==> src/rtl/uart_cmd_wrapper.sv <==
// Serial front end: 8N1 receiver, 3-byte command frame assembly (cmd, data_hi, data_lo)
// and a single-byte 8N1 response transmitter. RX and TX run fully independently.
module uart_cmd_wrapper #(
  parameter int BAUD_DIV = 2604,
  parameter int FRAME_TO = 262144
) (
  input  logic        clk,
  input  logic        rst_n,
  input  logic        RX,
  output logic        TX,
  output logic [7:0]  cmd,
  output logic [15:0] data,
  output logic        cmd_rdy,
  input  logic        clr_cmd_rdy,
  input  logic [7:0]  resp,
  input  logic        send_resp,
  output logic        resp_sent,
  output logic        tx_busy
);

  localparam int BCW = $clog2(BAUD_DIV + 1);
  localparam int TOW = $clog2(FRAME_TO);
  localparam logic [BCW-1:0] BAUD_FULL = BCW'(BAUD_DIV);
  localparam logic [BCW-1:0] BAUD_HALF = BCW'(BAUD_DIV / 2);
  localparam logic [BCW-1:0] CNT_ONE   = BCW'(1);
  localparam logic [TOW-1:0] TO_LAST   = TOW'(FRAME_TO - 1);

  typedef enum logic [1:0] {RX_IDLE, RX_START, RX_DATA, RX_STOP} rx_state_t;
  typedef enum logic [1:0] {F_CMD, F_HI, F_LO} frm_state_t;
  typedef enum logic {TX_IDLE, TX_SHIFT} tx_state_t;

  logic            rx_sync_p0, rx_sync_p1;
  rx_state_t       rx_state;
  logic [BCW-1:0]  rx_cnt;
  logic [2:0]      rx_bit;
  logic [7:0]      rx_shift;
  logic            rx_tick;
  logic            byte_rdy;
  logic            frm_err;
  logic            start_det;

  frm_state_t      f_state;
  logic [7:0]      cmd_shadow;
  logic [7:0]      hi_shadow;
  logic [TOW-1:0]  to_cnt;
  logic            to_hit;

  tx_state_t       tx_state;
  logic [BCW-1:0]  tx_cnt;
  logic [3:0]      tx_bit;
  logic [8:0]      tx_shift;
  logic            tx_tick;

  // Bit periods end when the down-counter reaches 1, so a load of N spans exactly N cycles.
  assign rx_tick   = (rx_cnt == CNT_ONE);
  assign tx_tick   = (tx_cnt == CNT_ONE);
  assign start_det = (rx_state == RX_IDLE) && !rx_sync_p1;
  assign to_hit    = (to_cnt == TO_LAST);

  // ---- stage p0/p1: RX synchronizer, preset to the idle level ----
  always_ff @(posedge clk or negedge rst_n) begin
    if (!rst_n) begin
      rx_sync_p0 <= 1'b1;
      rx_sync_p1 <= 1'b1;
    end else begin
      rx_sync_p0 <= RX;
      rx_sync_p1 <= rx_sync_p0;
    end
  end

  // ---- receiver control ----
  always_ff @(posedge clk or negedge rst_n) begin
    if (!rst_n) begin
      rx_state <= RX_IDLE;
      rx_cnt   <= '0;
      rx_bit   <= '0;
      byte_rdy <= 1'b0;
      frm_err  <= 1'b0;
    end else begin
      byte_rdy <= 1'b0;
      frm_err  <= 1'b0;
      if (rx_state != RX_IDLE && !rx_tick)
        rx_cnt <= rx_cnt - CNT_ONE;
      case (rx_state)
        RX_IDLE: begin
          if (!rx_sync_p1) begin
            rx_state <= RX_START;
            rx_cnt   <= BAUD_HALF;
          end
        end
        RX_START: begin
          if (rx_tick) begin
            if (!rx_sync_p1) begin
              rx_state <= RX_DATA;
              rx_cnt   <= BAUD_FULL;
              rx_bit   <= '0;
            end else begin
              rx_state <= RX_IDLE;
            end
          end
        end
        RX_DATA: begin
          if (rx_tick) begin
            rx_cnt <= BAUD_FULL;
            if (rx_bit == 3'd7)
              rx_state <= RX_STOP;
            else
              rx_bit <= rx_bit + 3'd1;
          end
        end
        RX_STOP: begin
          if (rx_tick) begin
            byte_rdy <= rx_sync_p1;
            frm_err  <= !rx_sync_p1;
            rx_state <= RX_IDLE;
          end
        end
        default: rx_state <= RX_IDLE;
      endcase
    end
  end

  // Receiver data path: LSB arrives first, so shift in from the top.
  always_ff @(posedge clk) begin
    if (rx_state == RX_DATA && rx_tick)
      rx_shift <= {rx_sync_p1, rx_shift[7:1]};
  end

  // ---- frame assembly ----
  always_ff @(posedge clk or negedge rst_n) begin
    if (!rst_n) begin
      f_state <= F_CMD;
      to_cnt  <= '0;
      cmd     <= '0;
      data    <= '0;
      cmd_rdy <= 1'b0;
    end else begin
      if (clr_cmd_rdy)
        cmd_rdy <= 1'b0;
      if (f_state == F_CMD || start_det)
        to_cnt <= '0;
      else
        to_cnt <= to_cnt + TOW'(1);
      if (frm_err) begin
        f_state <= F_CMD;
      end else if (byte_rdy) begin
        case (f_state)
          F_CMD: begin
            cmd_rdy <= 1'b0;
            f_state <= F_HI;
          end
          F_HI:  f_state <= F_LO;
          F_LO: begin
            cmd     <= cmd_shadow;
            data    <= {hi_shadow, rx_shift};
            cmd_rdy <= 1'b1;
            f_state <= F_CMD;
          end
          default: f_state <= F_CMD;
        endcase
      end else if (f_state != F_CMD && to_hit) begin
        f_state <= F_CMD;
      end
    end
  end

  // Shadow bytes only feed cmd/data on frame completion, so partial frames stay invisible.
  always_ff @(posedge clk) begin
    if (byte_rdy && f_state == F_CMD)
      cmd_shadow <= rx_shift;
    if (byte_rdy && f_state == F_HI)
      hi_shadow <= rx_shift;
  end

  // ---- transmitter control ----
  always_ff @(posedge clk or negedge rst_n) begin
    if (!rst_n) begin
      tx_state  <= TX_IDLE;
      tx_cnt    <= '0;
      tx_bit    <= '0;
      TX        <= 1'b1;
      tx_busy   <= 1'b0;
      resp_sent <= 1'b0;
    end else begin
      resp_sent <= 1'b0;
      case (tx_state)
        TX_IDLE: begin
          if (send_resp) begin
            tx_state <= TX_SHIFT;
            tx_cnt   <= BAUD_FULL;
            tx_bit   <= '0;
            TX       <= 1'b0;
            tx_busy  <= 1'b1;
          end
        end
        TX_SHIFT: begin
          if (tx_tick) begin
            if (tx_bit == 4'd9) begin
              tx_state  <= TX_IDLE;
              TX        <= 1'b1;
              tx_busy   <= 1'b0;
              resp_sent <= 1'b1;
            end else begin
              tx_cnt <= BAUD_FULL;
              tx_bit <= tx_bit + 4'd1;
              TX     <= tx_shift[0];
            end
          end else begin
            tx_cnt <= tx_cnt - CNT_ONE;
          end
        end
        default: tx_state <= TX_IDLE;
      endcase
    end
  end

  // Transmit data path: data bits then stop; the start bit is driven directly on load.
  always_ff @(posedge clk) begin
    if (tx_state == TX_IDLE && send_resp)
      tx_shift <= {1'b1, resp};
    else if (tx_state == TX_SHIFT && tx_tick)
      tx_shift <= {1'b1, tx_shift[8:1]};
  end

endmodule

==> config.mk <==
export PLATFORM = sky130hd
export DESIGN_NAME = uart_cmd_wrapper
export DESIGN_NICKNAME = d
export VERILOG_FILES = /design/src/rtl/uart_cmd_wrapper.sv
export SDC_FILE = /design/constraint.sdc
export NUM_CORES = 1
export LEC_CHECK = 0
export BUFFER_PORTS_ARGS = -buffer_cell sky130_fd_sc_hd__buf_2
export CORE_MARGIN = 4
export CORE_UTILIZATION = 59
export DETAILED_ROUTE_END_ITERATION = 12
export GPL_ROUTABILITY_DRIVEN = 0
export MAX_ROUTING_LAYER = met4
export PLACE_DENSITY = 0.77
export SYNTH_ARGS = -nofsm -noshare
export SYNTH_HDL_FRONTEND = slang
export SYNTH_SLANG_ARGS = --single-unit
==> constraint.sdc <==
create_clock -name clk -period 2.9 [get_ports clk]
set_clock_uncertainty 0.15 [all_clocks]
set_input_delay 0.145 -clock clk [delete_from_list [all_inputs] [get_ports clk]]
set_output_delay 0.145 -clock clk [all_outputs]
set_load 0.03 [all_outputs]
==> key figures, run 1 <==
Run status
  – Status: completed

Global routing
  – Number of global-route vias before repair: 3460
  – Initial antenna violation count: 0
  – First-pass GRT wire length: 16500 um
  – Congestion Overflow GR: 0
  – GRT Overall Usage: 21.4%
  – Largest net degree at the start of global routing: 87

Clock network
  – TritonCTS clock tree: done
  – Clock root buffer: clkbuf_8
  – CTS buffer count: 17
  – Max Buffers Root-to-Sink: 2
  – Clk Latency, worst-skew pair: ~510 ps
  – Htree depth: 4
  – Reg clk slew, reported paths: 60 ps
  – Clock Sinks: 118
  – Setup bufs post-CTS: 0

Worst setup path
  – Worst Setup End Kind: register
  – CP top delay family: simple AND/OR/NAND/NOR gates
  – Crit-path cells: or4_4 -> nor4_4 -> or3b_4 -> nand2_2 -> mux2i_1
  – Req. time, crit path: 3130 ps
  – Startpoint types: register
  – CP max-delay cell: or4_4
  – Worst Setup Path Type: register to register
  – Buf/Inv on CP: 0
  – Worst-path fanout max: 11
  – CP Data Arrival Time: between 2000 and 3000 ps
  – Worst path max stage delay: ~600 ps

Job
  – Max-capacitance violation count: 0

Power and ir drop
  – Cell-internal power: 3.23 mW
  – Total Power: 4.27 mW
  – Pwr/cell area: 702 nW/um^2
  – Logic pwr share: 6.0%
  – Peak supply drop: roughly 380 uV
  – Psw: 1.04 mW
  – Leakage: approximately 2.7 nW
  – Sequential share of power: 44.1%
  – Clock network power share: about 50%
  – Sw Ratio: about a quarter

STA
  – Final Max Tran Viols: 0
  – Count of final setup violators: 0
  – Fmax: approximately 400 MHz
  – Final worst-path cycle share: around 84%
  – Slew headroom: about 29%
  – RSZ-0062 raised after global routing: false
  – Tmin final: between 2000 and 2500 ps
  – Final setup margin: 470 ps
  – Worst hold margin: 129 ps
  – Setup TNS: 0 ps
  – Count of final hold-check violations: 0
  – Worst Tran Pin Value: 1070 ps

Placed design
  – Dpl hpwl: roughly 5800 um
  – # port buffers: 40
  – Pre-CTS setup slack: 533 ps
  – Placed cell area: about 5400 um^2
  – Cells after DPL: 552

Cells and area
  – # fillers: 511
  – Register Area: 3120 um^2
  – Post-route insts no fill: 596
  – Final Instance Area: 6080 um^2
  – P&R area growth vs syn: 20.6%
  – Final core occ: 73.7%
  – Layout cells sized above 1: 23.8%
  – ANT cells: 0
  – Multi-input gate area: 1840 um^2
  – Final nets: 500

Yosys
  – Asr flop ratio synth: 72.9%
  – Syn Area/Cell: 12.1 um^2
  – Post-synth top area share: 41.2%
  – Syn_nets: about 440
  – Main area contributors after synthesis: dfrtp_1 (41%), edfxtp_1 (19%), mux2_2 (5.8%)
  – Yosys warns: 0
  – Mapped Cells: 416
  – Yosys reg bits: roughly 120
  – Distinct cells, synth: 57
  – EDFF count, synth: 32
  – Count leader, synth: dfrtp_1
  – Most used DFF post-synth: dfrtp_1
  – Sequential-to-total area share from yosys stat: 61.8%
  – Cell area after synthesis: 5040 um^2
  – Synth area leader: dfrtp_1
  – Top cells by count, synth: dfrtp_1 (83), nor2_1 (49), nand2_1 (43)

Route
  – DR vias: 3319
  – Routed wire length: a little under 10000 um
  – First-pass iteration count of the detailed router: 4
  – Initial drt markers: approximately 230
  – Drt wl/cell: approximately 16 um
  – Residual DRC: 0
  – Via/cell ratio: 5.57
  – ANT nets after route: 0

Floorplan
  – Io pins: 41
  – Rows: 33
  – Die height: 100 um
  – Core ar.: 8260 um^2
  – DIE AREA: 10100 um^2
  – Initial Utilization: 61.1%
  – Die width: 100 um

Worst hold path
  – Hold Path Class: input port to register
[layout by cell type, fill, tap and decap left out, types with 3 or more instances in the layout]
cell type      count
buf_4              5
o31ai_1            4
o21ai_1            5
xnor2_1           16
ha_1               9
nand3_1           13
inv_6              3
dfstp_2            3
a31oi_1            5
nand4_1            5
dfrtp_1           83
clkinv_4           7
or3_1              4
nor4_1             4
dlygate4sd3_1     12
o21ai_0           12
mux2i_1            3
nor2_1            49
a211oi_1           3
buf_2             39
clkbuf_16         16
xor2_1            12
mux2_2            26
nor3_1            10
inv_1             10
bufinv_16          3
nand2_1           43
a21oi_1            6
edfxtp_1          32
nand2b_1           6
[path summary, 6_finish.rpt]
| path | cells past startpoint | endpoint | from | slack (ps) |
|---|---|---|---|---|
| setup / recovery | 5 | tx_bit[0] | tx_cnt[6] | 470 |
| hold / removal | 2 | rx_sync_p0 | RX | 130 |
| setup reg to reg | 5 | tx_bit[0] | tx_cnt[6] | 470 |
| hold reg to reg | 0 | rx_sync_p1 | rx_sync_p0 | 210 |
| max in group asynchronous | 2 | to_cnt[9] | rst_n | 1690 |
| min in group asynchronous | 2 | cmd[3] | rst_n | 220 |
[flip-flops by register name (all words and copies together) (netlist names), 8 cells and up, named ones only]
name,count
cmd_shadow,8
to_cnt,18
rx_cnt,12
data,16
cmd,8
tx_shift,8
rx_shift,8
hi_shadow,8
tx_cnt,12
[power groups by stage]
stage | registers (mW) | logic [mW] | clock network [mW]
final | 1.88 | 0.258 | 2.13
after detailed placement | 1.90 | 0.237 | 0
after global placement | 1.90 | 0.225 | 0
after floorplan | 1.89 | 0.172 | 0
after CTS | 1.88 | 0.262 | 2.16
after global routing | 1.89 | 0.289 | 2.24
[final cells by class]
type	instances	area share (%)
Inverter	10	0.617
Clock inverter	15	3.23
Tap cell	105	2.16
Timing Repair Buffer	56	5.80
Multi-Input combinational cell	275	30.2
Sequential cell	118	51.2
Clock buffer	17	6.81
[per-layer routing]
layer  vias to the layer above  global-route usage [%]  wire (um)
met5                         -                       -          0
met4                         0                    8.08        214
met3                        20                    5.74        323
met2                        66                    34.5       4920
met1                      1627                    26.2       4260
li1                       1606                       -          -
[kinds of logic (layout without fill, tap and decap cells)]
family          count (synthesis)  in the layout  share of synthesized area [%]
buf+inv                        23             98                           1.93
mux                            29             29                           6.40
simple gates                  162            162                           16.8
compound gates                 47             47                           6.00
fa+ha+maj                       9              9                           2.23
xor+xnor                       28             28                           4.86
flops                         118            118                           61.8
[what timing repair did]
action	in CTS	in global routing
gates resized for setup	0	0
hold buffers	12	0
endpoints found under the hold margin	100	0
Note: power is estimated with default switching activity, not from simulation.
==> inputs of run 2 (changes only) <==
- CORE_UTILIZATION: 59 -> 53
- PLACE_DENSITY: 0.77 -> 0.73
- clock period: 2.9 -> 2.2 ns (I/O delays scaled with it)
==> run 2 against run 1 <==
  * Worst setup slack got worse by 440 ps
  * Via count increased by 4.9%
  * Power rose by 27%
  * Wire length increased by 3.3%
  * Design area up 5.6%
  * Critical endpoint is now rx_cnt[2]
  * Clock power increased by 20%
  * Clock-buffer cell count stayed put
  * Die area up 10%
  * Sequential share of layout area down 2.7 points
  * Non-clock buffer count increased by 31
==> key figures, run 2 (same netlist as run 1, synthesis figures left out) <==
Placed design
  – Placed cell area: between 5000 and 6000 um^2
  – Dpl hpwl: approximately 6300 um
  – Pre-CTS setup slack: -115 ps
  – # port buffers: 40

Floorplan
  – Die width: 106 um
  – Initial Utilization: 54.6%
  – Rows: 35
  – Io pins: 41
  – Core ar.: 9240 um^2
  – DIE AREA: 11100 um^2
  – Die height: 106 um

STA
  – Worst hold margin: slightly above 80 ps
  – Worst Tran Pin Value: 455 ps
  – Slew headroom: between 60% and 70%
  – Fmax: approximately 460 MHz
  – Tmin final: 2170 ps
  – Final Max Tran Viols: 0
  – Count of final hold-check violations: 0
  – Final setup margin: 29.0 ps
  – Count of final setup violators: 0
  – RSZ-0062 raised after global routing: true
  – Final worst-path cycle share: a little over nine tenths

Power and ir drop
  – Sw Ratio: 26.7%
  – Peak supply drop: between 400 and 500 uV
  – Cell-internal power: 3.99 mW
  – Pwr/cell area: 846 nW/um^2
  – Total Power: 5.44 mW
  – Psw: 1.45 mW
  – Clock network power share: a little under half
  – Logic pwr share: roughly 7.6%
  – Leakage: ~2.8 nW
  – Sequential share of power: 45.5%

Global routing
  – GRT Overall Usage: 19.9%
  – Largest net degree at the start of global routing: 50
  – Initial antenna violation count: 0
  – Number of global-route vias before repair: 3554
  – Congestion Overflow GR: 0
  – First-pass GRT wire length: 17100 um

Worst setup path
  – Worst Setup End Kind: register
  – CP Data Arrival Time: about 2400 ps
  – R2R Setup Slk: 30 ps
  – Req. time, crit path: roughly 2500 ps
  – Reg2reg path depth: 8
  – CP max-delay cell: or4b_4
  – R2r startpoint: rx_cnt[1]
  – Worst-path fanout max: 8
  – Buf/Inv on CP: 2
  – Worst Setup Path Type: register to register
  – Crit-path cells: inv_2 -> ha_4 -> or4b_4 -> nor3b_4 -> buf_6 -> nand2b_4 -> o211ai_1 -> o32a_1
  – R2R Path End: rx_cnt[2]
  – CP top delay family: simple AND/OR/NAND/NOR gates
  – Worst path max stage delay: 500 ps
  – Startpoint types: register

Cells and area
  – P&R area growth vs syn: 27.4%
  – Register Area: 3120 um^2
  – Final nets: 531
  – Final Instance Area: 6430 um^2
  – Most frequent cells in the layout: dfrtp_1 (83), nor2_1 (46), nand2_1 (42), buf_2 (39), edfxtp_1 (32)
  – # fillers: 652
  – Multi-input gate area: 1940 um^2
  – Layout cells sized above 1: 31.6%
  – Regs by FF count: to_cnt x18, data x16
  – Most common cell after layout, fill and taps aside: dfrtp_1
  – ANT cells: 0
  – Max reg flops: 18
  – Biggest register: to_cnt

Clock network
  – Clock root buffer: clkbuf_8
  – Htree depth: 4
  – Reg clk slew, reported paths: about 60 ps
  – CTS buffer count: 17
  – Clk Latency, worst-skew pair: 520 ps
  – TritonCTS clock tree: done
  – Max Buffers Root-to-Sink: 2
  – Clock Sinks: 118

Run status
  – Status: completed

Route
  – Routed wire length: 10000 um
  – Via/cell ratio: 5.35
  – ANT nets after route: 0
  – DR vias: 3482
  – Residual DRC: 0
  – Met2 WL post-DR: between 5000 and 6000 um
  – Drt wl/cell: about 15 um
  – Initial drt markers: 150
  – Met3 Wirelength: 423 um
  – Max Used Layer: met4
  – First-pass iteration count of the detailed router: 7
  – Wl on met1: 4370 um

Worst hold path
  – Hold path start: RX
  – Hold Path Class: input port to register
  – WHS Endpoint: rx_sync_p0
  – Worst Hold Depth: 2

Job
  – Max-capacitance violation count: 0
## run 2: timing repair
action	4_1_cts	5_1_grt
hold buffers	14	0
buffers inserted	2	4
gates resized for setup	2	23
endpoints found under the setup margin	19	31
endpoints found under the hold margin	101	0
pin swaps	1	6
## run 2: per-layer routing
| layer | vias to the layer above | GRT usage, % |
|---|---|---|
| met5 | - | - |
| met4 | 0 | 7.31 |
| met3 | 16 | 5.63 |
| met2 | 77 | 31.5 |
| met1 | 1728 | 24.6 |
| li1 | 1661 | - |
## run 2: worst max path at each step
| stage | start | end | slack (ps) | depth (start not counted) |
|---|---|---|---|---|
| 6_report | rx_cnt[1] | rx_cnt[2] | 30 | 8 |
| 5_1_grt | rx_cnt[1] | rx_cnt[2] | -80 | 8 |
| 4_1_cts | rx_cnt[1] | rx_bit[0] | -7 | 7 |
| 3_5_place_dp | rx_cnt[1] | rx_cnt[2] | -120 | 7 |
| 3_3_place_gp | rx_cnt[1] | rx_cnt[2] | -50 | 7 |
| 2_1_floorplan | rx_cnt[1] | rx_cnt[2] | 20 | 7 |
## run 2: power groups by stage
stage	logic [mW]	registers, mW	clock network [mW]
floorplan	0.226	2.49	0
global placement	0.336	2.50	0
detailed placement	0.350	2.50	0
CTS	0.379	2.46	2.60
global route	0.468	2.49	2.72
finish	0.413	2.48	2.55
## run 2: worst reg2reg max path: stages (launching register included)
cell	delay (ps)
dfrtp_1	410
inv_2	90
ha_4	130
or4b_4	500
nor3b_4	210
buf_6	160
nand2b_4	130
o211ai_1	100
o32a_1	180
## run 2: per-stage QoR
stage	std cells	utilization, %	setup TNS [ps]
after floorplan	416	-	0
after global placement	599	60.4	-154
after detailed placement	599	60.4	-765
after CTS	647	68.2	-7.12
after global routing	651	69.5	-297
final	651	69.5	0
## run 2: layout make-up
class | count | share of cell area [%]
well taps | 129 | 2.51
inverters | 10 | 0.584
multi-input cells | 275 | 30.3
clock inverters | 15 | 2.04
repair buffers | 87 | 9.66
flip-flops and latches | 118 | 48.5
clock buffers | 17 | 6.44
==> inputs of run 3 (changes only) <==
- CORE_UTILIZATION: 53 -> 59
- PLACE_DENSITY: 0.73 -> 0.77
- clock period: 2.2 -> 2.4 ns (I/O delays scaled with it)
==> run 3 against run 2 <==
  * Die area shrank 9.4%
  * Non-clock buffer count down 22
  * Global-route usage increased by 3.4 points
  * Register-to-register slack better by 60 ps
==> key figures, run 3 (same netlist as run 1, synthesis figures left out) <==
Run status
  – Status: completed

STA
  – Worst hold margin: 15.0 ps
  – Count of final hold-check violations: 0
  – Tmin final: around 2300 ps
  – Final Max Tran Viols: 0
  – Count of final setup violators: 0
  – Slew headroom: 57.5%
  – Final worst-path cycle share: a little over nine tenths
  – Worst Tran Pin Value: 629 ps
  – Fmax: around 430 MHz
  – Setup TNS: 0 ps

Power and ir drop
  – Leakage: 2.71 nW
  – Total Power: a little over 5 mW
  – Peak supply drop: 510 uV
  – Pwr/cell area: ~820 nW/um^2

Clock network
  – TritonCTS clock tree: done
  – Clk Latency, worst-skew pair: around 520 ps
  – Setup bufs post-CTS: 0
  – Clock root buffer: clkbuf_8
  – Clock Sinks: around 120
  – CTS buffer count: 17
  – Reg clk slew, reported paths: 60 ps
  – Max Buffers Root-to-Sink: 2
  – Htree depth: 4

Global routing
  – Initial antenna violation count: 0
  – Congestion Overflow GR: 0
  – GRT Overall Usage: 23.3%
  – Largest net degree at the start of global routing: 53
  – Number of global-route vias before repair: 3579
  – First-pass GRT wire length: 17500 um

Cells and area
  – Regs by FF count: to_cnt x18, data x16
  – Most frequent cells in the layout: dfrtp_1 (83), nor2_1 (48), nand2_1 (43), buf_2 (39), edfxtp_1 (32)
  – Layout cells sized above 1: 26.2%
  – Final nets: 509
  – Final core occ: approximately 75%
  – # fillers: between 500 and 600
  – Biggest register: to_cnt
  – Most common cell after layout, fill and taps aside: dfrtp_1
  – Max reg flops: 18
  – ANT cells: 0
  – P&R area growth vs syn: 22.4%
  – Final Instance Area: 6170 um^2

Route
  – DR vias: 3465
  – Initial drt markers: 182
  – Routed wire length: 10400 um
  – Via/cell ratio: 5.73
  – Drt wl/cell: 17.2 um
  – First-pass iteration count of the detailed router: 5
  – ANT nets after route: 0
  – Residual DRC: 0

Job
  – Max-capacitance violation count: 0

Floorplan
  – DIE AREA: 10100 um^2
  – Die width: 100 um
  – Initial Utilization: 61.1%
  – Rows: 33
  – Die height: 100 um
  – Io pins: between 40 and 50
  – Core ar.: between 8000 and 9000 um^2

Worst setup path
  – CP Data Arrival Time: 2560 ps
  – Worst-path fanout max: 9
  – R2R Path End: rx_cnt[2]
  – Req. time, crit path: 2650 ps
  – Worst Setup Path Type: register to register
  – R2r startpoint: rx_cnt[6]
  – Startpoint types: register
  – R2R Setup Slk: 90 ps
  – Worst Setup End Kind: register
  – Reg2reg path depth: 5

Placed design
  – Dpl hpwl: 6060 um
  – Placed cell area: 5430 um^2
  – # port buffers: 40

Worst hold path
  – Hold Path Class: input port to async pin
-- run 3: cell types whose count changed in the layout (fill, tap and decap cells not counted), sizes merged --
cell / before / now
bufinv: 0 / 2
dlygate4sd3: 13 / 12
buf: 74 / 53
clkinv: 2 / 6
inv: 21 / 15
-- run 3: worst max-delay path by stage --
stage / start / end / slack [ps] / cells past startpoint
2_1_floorplan: rx_cnt[1] / rx_shift[0] / 30 / 6
3_3_place_gp: rx_cnt[1] / rx_cnt[2] / 180 / 7
3_5_place_dp: rx_cnt[1] / rx_cnt[2] / 130 / 7
4_1_cts: tx_bit[0] / tx_cnt[9] / 70 / 6
5_1_grt: rx_cnt[2] / rx_cnt[11] / -10 / 5
6_report: rx_cnt[6] / rx_cnt[2] / 90 / 5
-- run 3: metal layers --
layer / share of wire [%] / track usage, % / wire [um]
met5: 0 / - / 0
met4: 1.9 / 8.91 / 197
met3: 4.7 / 5.95 / 494
met2: 51 / 37.3 / 5340
met1: 42 / 28.6 / 4390
-- run 3: stage by stage --
step	instances	setup WS [ps]
6_report	605	88.5
5_1_grt	605	-11.4
4_1_cts	605	72.8
3_5_place_dp	560	126
3_3_place_gp	560	179
2_1_floorplan	416	26.6
-- run 3: worst max-delay path: stages (launching register included) --
cell,delay [ps]
dfrtp_1,430
or4_1,720
nor3b_4,420
nand2b_1,180
o211ai_1,110
o32a_1,190
-- run 3: cell type report --
type / count / area [um^2] / share of cell area, %
clock buffers: 17 / 414 / 6.71
inverters: 10 / 37.5 / 0.608
multi-input cells: 275 / 1860 / 30.1
repair buffers: 65 / 445 / 7.22
clock inverters: 15 / 170 / 2.76
flip-flops and latches: 118 / 3120 / 50.5
well taps: 105 / 131 / 2.13
-- run 3: repair_timing --
item / 4_1_cts / 5_1_grt
resized for setup: 1 / 6
hold buffers: 13 / 0
endpoints found under the hold margin: 102 / 0
setup endpoints to repair: 1 / 19
pin swaps: 0 / 1
-- run 3: power breakdown --
part           internal, mW  leakage, nW  switching, mW  total (mW)
Sequential             2.15         1.40          0.122        2.27
Clock                  1.50        0.282          0.966        2.47
Combinational         0.155         1.04          0.167       0.321
Total                  3.81         2.71           1.25        5.06
